[src/rtl/fetch_unit.sv]
// Purpose: instruction fetch front end; owns the PC, reads the ROM, and queues {pc, instr} pairs for decode.
// Latency: a PC presented in cycle N appears at the queue head in cycle N+1; a redirect in N gives imem_address=redirect_pc in N+1.
// Backpressure: fetch_valid/fetch_ready at the head; a full queue holds the PC until a slot frees (push with a simultaneous pop is allowed).
//
// Ports:
//   clk, reset_n                 clock, asynchronous active-low reset
//   imem_address / imem_instruction   fetch PC to the ROM, same-cycle read data back
//   redirect_valid / redirect_pc      flush the queue and re-steer the PC
//   fetch_valid / fetch_ready / fetch_instruction / fetch_pc   queue head handshake to decode
//   fetch_halted                 fetch stopped at a misaligned or out-of-range PC
//   queue_count                  occupied queue entries
module fetch_unit #(
  parameter int          QUEUE_DEPTH = 4,
  parameter logic [63:0] RESET_PC    = 64'd0,
  parameter int          IMEM_SIZE   = 1024
) (
  input  logic                           clk,
  input  logic                           reset_n,
  output logic [63:0]                    imem_address,
  input  logic [31:0]                    imem_instruction,
  input  logic                           redirect_valid,
  input  logic [63:0]                    redirect_pc,
  output logic                           fetch_valid,
  input  logic                           fetch_ready,
  output logic [31:0]                    fetch_instruction,
  output logic [63:0]                    fetch_pc,
  output logic                           fetch_halted,
  output logic [$clog2(QUEUE_DEPTH):0]   queue_count
);

  localparam int PW = $clog2(QUEUE_DEPTH);
  localparam int CW = PW + 1;

  typedef struct packed {
    logic [63:0] pc;
    logic [31:0] instr;
  } entry_t;

  logic [63:0]   pc;
  logic          halted;
  logic [PW-1:0] head;
  logic [PW-1:0] tail;
  logic [CW-1:0] count;
  entry_t        q_mem [QUEUE_DEPTH];

  logic [64:0]   pc_last_byte;
  logic          bad_pc;
  logic          full;
  logic          pop;
  logic          push;

  // Last byte of the word at pc, widened so a PC near 2^64 cannot wrap into range.
  assign pc_last_byte = {1'b0, pc} + 65'd3;
  assign bad_pc       = (pc[1:0] != 2'b00) || (pc_last_byte >= 65'(IMEM_SIZE));
  assign full         = (count == CW'(QUEUE_DEPTH));

  assign pop  = fetch_valid && fetch_ready;
  // A pop in the same cycle frees the slot, so a full queue still sustains one per cycle.
  assign push = !halted && !redirect_valid && !bad_pc && (!full || pop);

  always_ff @(posedge clk or negedge reset_n) begin
    if (!reset_n) begin
      pc     <= RESET_PC;
      halted <= 1'b0;
      head   <= '0;
      tail   <= '0;
      count  <= '0;
      for (int i = 0; i < QUEUE_DEPTH; i++) begin
        q_mem[i] <= '0;
      end
    end else if (redirect_valid) begin
      // Redirect wins over everything; a same-cycle pop is squashed by decode.
      pc     <= redirect_pc;
      halted <= 1'b0;
      head   <= '0;
      tail   <= '0;
      count  <= '0;
    end else begin
      if (pop) begin
        head <= head + PW'(1);
      end
      if (push) begin
        q_mem[tail] <= '{pc: pc, instr: imem_instruction};
        tail        <= tail + PW'(1);
        pc          <= pc + 64'd4;
      end
      if (!halted && bad_pc) begin
        halted <= 1'b1;
      end
      case ({push, pop})
        2'b10:   count <= count + CW'(1);
        2'b01:   count <= count - CW'(1);
        default: count <= count;
      endcase
    end
  end

  assign imem_address      = pc;
  assign fetch_valid       = (count != '0);
  assign fetch_instruction = q_mem[head].instr;
  assign fetch_pc          = q_mem[head].pc;
  assign fetch_halted      = halted;
  assign queue_count       = count;

endmodule

[config.mk]
export PLATFORM = sky130hd
export DESIGN_NAME = fetch_unit
export DESIGN_NICKNAME = d
export VERILOG_FILES = /design/src/rtl/fetch_unit.sv
export SDC_FILE = /design/constraint.sdc
export NUM_CORES = 1
export LEC_CHECK = 0
export ABC_AREA = 1
export CORE_MARGIN = 2
export CORE_UTILIZATION = 44
export CTS_CLUSTER_SIZE = 28
export DETAILED_ROUTE_END_ITERATION = 16
export PLACE_DENSITY = 0.71
export SLEW_MARGIN = 20
export SYNTH_ARGS = -nofsm -noshare
export SYNTH_HDL_FRONTEND = slang
export SYNTH_SLANG_ARGS = --single-unit
export TNS_END_PERCENT = 5
[constraint.sdc]
create_clock -name clk -period 6.3 [get_ports clk]
set_clock_uncertainty 0.05 [all_clocks]
set_input_delay 1.26 -clock clk [delete_from_list [all_inputs] [get_ports clk]]
set_output_delay 1.26 -clock clk [all_outputs]
set_load 0.005 [all_outputs]
After elaboration in Yosys (flattened, before gate mapping)
Index checks and enable logic that the tools add are counted.
Cells by class
  add/subtract/negate cells: 6
  magnitude comparators: 4
  equality and inequality tests: 3
  multiplexer cells: 16
  bitwise logic cells: 3
  reduce and logical (&&, ||, !) cells: 19
Operators by type and width (count)
  384-bit bitwise mux: 1
  96-bit 2-to-1 mux: 3
  96-bit binary-select mux with 2-bit select: 1
  96-bit demux with 2-bit select: 1
  64-bit 2-to-1 mux: 2
  64-bit by 2-bit adder with 65-bit output, second input constant: 1
  65-bit by 11-bit >= comparator with 1-bit output, second input constant: 1
  64-bit by 3-bit adder with 64-bit output, second input constant: 1
  2-bit 2-to-1 mux: 4
  2-bit nonzero test: 4
  3-bit >= comparator, second input constant: 2
  1-bit logical AND: 6
  2-bit inverter with 3-bit output: 2
  3-bit one-hot mux with 2 select lines: 1
  3-bit nonzero test: 2
  2-bit by 1-bit adder with 2-bit output, second input constant: 2
  1-bit zero test: 4
  3-bit by 1-bit adder with 3-bit output, second input constant: 1
  3-bit equality test, second input constant: 1
  3-bit by 1-bit less-than comparator with 1-bit output, second input constant: 1
  3-bit 2-to-1 mux: 1
  3-bit by 1-bit subtractor with 3-bit output, second input constant: 1
  2-bit by 1-bit equality test with 1-bit output, second input constant: 1
  2-bit equality test, second input constant: 1
  other kinds (4): 6
Word-level totals
  register bits: 456
  bits of input ports: 100
  output and inout port bits: 165
  logic and storage cells: 64

Longest topological paths before layout
  depth in word-level cells: 9
  mapped depth: 24
  mapped depth without buffers: 24

Least setup slack after synthesis
No wires, ideal clock.
  path type: reg-to-reg
  start point: register pc[2], in the netlist imem_address[2]
  end point: register count[2], in the netlist queue_count[2]
  library setup time: 117 ps
  arrival time: 3034 ps
  required time: 6133 ps
  path slack: 3099 ps
  stages on the path, launching flop included: 23
  path buffers: 0
  period minus slack after synthesis: 3201 ps
  cells stage by stage: dfrtp_1 > ha_1 > nand3_1 > nor2_1 > nand2_1 > nor2_1 > xnor2_1 > nand2_1 > nor2_1 > nand2_1 > nor2_1 > nand2_1 > nor2_2 > nand3_2 > nand2_1 > inv_1 > fa_1 > xnor2_1 > inv_1 > nand4_1 > nand2_1 > nand2_1 > nand2_1
On the way
  longest elaborated chain between the ends: 9
  elaborated cells on any way between the ends: 11
  those cells by class: add/sub (1); order compare (1); eq/ne (2); mux (2); reduce/logical (5)
Ends and longest elaborated chain
  start, declared: RTL line 39  | logic [63:0] pc;
  start signal, assigned: RTL line 73  | pc <= redirect_pc;
  start signal, assigned: RTL line 85  | pc <= pc + 64'd4;
  64-bit by 2-bit adder with 65-bit output *: RTL line 53  | assign pc_last_byte = {1'b0, pc} + 65'd3;
  65-bit by 11-bit >= comparator with 1-bit output *: RTL line 54  | assign bad_pc = (pc[1:0] != 2'b00) || (pc_last_byte >= 65'(IMEM_SIZE));
  1-bit logical OR *: RTL line 54
  1-bit zero test *: RTL line 59  | assign push = !halted && !redirect_valid && !bad_pc && (!full || pop);
  1-bit logical AND * (2 in a row): RTL line 59
  2-bit by 1-bit equality test with 1-bit output or 2-bit equality test (tied branches): RTL line 90  | case ({push, pop})
  3-bit one-hot mux with 2 select lines: RTL line 90
  3-bit 2-to-1 mux: RTL line 71  | end else if (redirect_valid) begin
  end signal, assigned: RTL line 91  | 2'b10: count <= count + CW'(1);
  end signal, assigned: RTL line 92  | 2'b01: count <= count - CW'(1);
  end signal, assigned: RTL line 93  | default: count <= count;
  end, declared: RTL line 43  | logic [CW-1:0] count;
Every way passes the cells marked *; elsewhere a longest branch is shown, timed or not.
A chain may end at the register's enable or synchronous reset.

Worst setup path after layout
  start point: register head[0]
  end point: output fetch_pc[41]
On the way
  longest elaborated chain between the ends: 4
Ends and longest elaborated chain
  start, declared: RTL line 41  | logic [PW-1:0] head;
  start signal, assigned: RTL line 80  | head <= head + PW'(1);
  2-bit inverter with 3-bit output (implied by the code): RTL line 101  | assign fetch_pc = q_mem[head].pc;
  96-bit binary-select mux with 2-bit select: RTL line 101
  96-bit 2-to-1 mux (implied by the code) (2 in a row): RTL line 101
  end, declared: RTL line 26  | output logic [63:0] fetch_pc,
No other way between the ends. The select of a mux whose other input is x is not followed.

==> out/metrics.yaml <==
floorplanning:
  die_h_um: 226
  core_area_um2: 48600
  io_pins: 265
  start_util: 0.444
  rows: 81
  die_area_um2: 50900
  die_w_um: 226
cts:
  post_cts_resized: 0
  cts_made_buffers: 50
  cts_setup_buffers: 0
  clk_pin_slew_ps: 60
  cts.sinks: 456
  h-tree-depth: 2
  holdBufCountCts: 0
  cts_tree: "yes"
  clock_tree.root_cell: "clkbuf_16"
  cts_buffer_depth: 3
  worstSkewPairLatency_ps: 610
critical_path:
  cp.arrival_ps: 3750
  r2r_cells: 18
  worstPathRequired_ps: 4990
  endpoint_kind: "primary output"
  crit_type: "register to primary output"
  critPathLaunchType: "register"
  cp_max_fo: 88
sta:
  fin_hold_ws_ps: 410
  tightestPinTransition_ps: 1100
  final.setup.tns_ps: 0
  hold_viol: 0
  slew_violations: 0
  fmax_ghz: 0.198
  finalCritPeriodShare: 0.803
  slew_headroom: 0.269
  setup_violations: 0
  rsz0062_at_grt: "no"
  post-route-min-period_ps: 5060
pwr:
  total_power_mw: 7.83
  p_leak_nw: 13.3
  peakVddDrop_mv: 0.190
  power_density_nw_per_um2: 299
logic_synthesis:
  synth_top_family_by_area: "simple AND/OR/NAND/NOR gates"
  yosysSeqAreaShare: 0.528
  synth_nets: 2906
  synth_adder_area_share: 0.00382
  yosys.area_share.xor_xnor: 0.00324
  synth.distinct_cells: 32
  syn_inst: 2800
  synth_area_leaders: "dfrtp_1, nand2_1, o21ai_0, nor2_1, inv_1"
  synth.mux.area_fraction: 0
  yosysWarnings: 0
  synth-simple-area-share: 0.239
  synth_compound_area_frac: 0.131
  syn_area_um2: 21600
  yosys.area.top_type_share: 0.528
  synth_seq_cells: 456
  synth_top_cell_by_area: "dfrtp_1"
  syn_area_per_cell_um2: 7.71
drt:
  ant_nets: 0
  num_vias: 19400
  drc: 0
  wirelength_mm: 69.5
  drtIter0Drc: 1684
  vias_per_cell: 5.29
  drt_pre_antenna_iters: 6
  wl_per_cell_um: 19.0
global_routing:
  grt_util_all_layers: 0.273
  grt_pass1_wl_mm: 107
  overflow: 0
  grt_pass1_vias: 18800
  grt_start_max_net_pins: 141
  antenna_found_initial: 1
place:
  dp_hpwl_mm: 47.1
  gp_routability_congestion: 1.01
  dpl-instance-area_um2: 24500
  portBuffers: 264
cells_and_area:
  n_antenna_cell: 0
  fin_area_um2: 26200
  area_delta_synth_final_pct: 21.2
  layout-drive-gt1-share: 0.0951
  fillers: 4543
  final_nets: 3106
status:
  status: "finished clean"
hold_path:
  hold_class: "register to register"
  min_path_cells: 2
run:
  maxCapViolCount: 0
power breakdown:
| group | switching [mW] | internal [mW] |
|---|---|---|
| Combinational | 0.985 | 0.802 |
| Clock | 1.21 | 1.71 |
| Sequential | 0.140 | 2.98 |
| Total | 2.34 | 5.50 |
registers in the layout (all words and copies together) (netlist names):
register	count
queue_count	3
q_mem	384
tail	2
imem_address	64
fetch_halted	1
head	2
logic make-up (layout without fill, tap and decap cells):
group / after synthesis / in the layout
compound gates: 538 / 538
simple gates: 1298 / 1298
buf+inv: 494 / 732
fa+ha+maj: 6 / 6
flops: 456 / 456
xor+xnor: 8 / 8
critical path: stages (launching register included):
cell             delay (ps)
dfrtp_4                 800
buf_12                  320
buf_4                   730
o21ai_0                 200
o22ai_1                 380
clkdlybuf4s50_1         580
cell type report:
type                    instances  area (um^2)  area share
flip-flops and latches        456        11400       0.436
multi-input cells            1850         8170       0.312
repair buffers                282         2820       0.108
clock buffers                  75         1450      0.0553
inverters                     360         1360      0.0519
well taps                     622          778      0.0297
clock inverters                15          195     0.00746
metrics by stage:
step | util | std cells | worst slack, ps
5_1_grt | 0.538 | 3660 | 1030
3_3_place_gp | 0.504 | 3569 | 1670
4_1_cts | 0.537 | 3659 | 1060
6_report | 0.538 | 3660 | 1240
2_1_floorplan | - | 2800 | 3100
3_5_place_dp | 0.504 | 3569 | 1700
final timing paths:
check | startpoint | to | slack, ps
min in group asynchronous | reset_n | q_mem[187]$_DFFE_PN0P_ | 580
hold reg to reg | q_mem[234]$_DFFE_PN0P_ | q_mem[234]$_DFFE_PN0P_ | 410
setup / recovery | head[0]$_DFFE_PN0P_ | fetch_pc[41] | 1240
max in group asynchronous | reset_n | head[0]$_DFFE_PN0P_ | 4300
setup reg to reg | imem_address[25]$_DFFE_PN0N_ | q_mem[333]$_DFFE_PN0P_ | 1630
hold / removal | q_mem[234]$_DFFE_PN0P_ | q_mem[234]$_DFFE_PN0P_ | 410
synthesized netlist by cell type (all sizes together):
library cell and instances:
fa 1, a311oi 1, nand2 783, a21oi 22, nand4 32, nor2 413, buf 47, ha 5
o21bai 2, dfrtp 456, inv 359, nor3 3, clkbuf 87, o21ai 414, nand3b 4, o31ai 3
o22ai 96, nand3 60, clkinv 1, nor4 1, xnor2 2, xor2 6, and2 2
placed cells by master, fill, tap and decap left out, types with 6 or more instances in the layout:
master	instances
inv_1	193
clkbuf_16	51
o21ai_1	92
nand3_1	59
nor2_1	395
buf_4	15
xor2_1	6
clkbuf_8	8
inv_2	165
a21oi_1	22
clkbuf_1	16
clkdlybuf4s50_1	262
o22ai_1	96
clkinv_2	8
dfrtp_1	454
nand4_1	32
o21ai_0	322
nor2_2	13
nand2_1	776
metal layers:
| metal | vias up | global-route usage | wire, um |
|---|---|---|---|
| met5 | - | 0 | 13 |
| met1 | 9331 | 0.365 | 29900 |
| met2 | 671 | 0.434 | 31900 |
| li1 | 9209 | - | - |
| met4 | 2 | 0.106 | 2770 |
| met3 | 139 | 0.0609 | 4980 |
No activity file was read; power rests on OpenSTA's default activity.
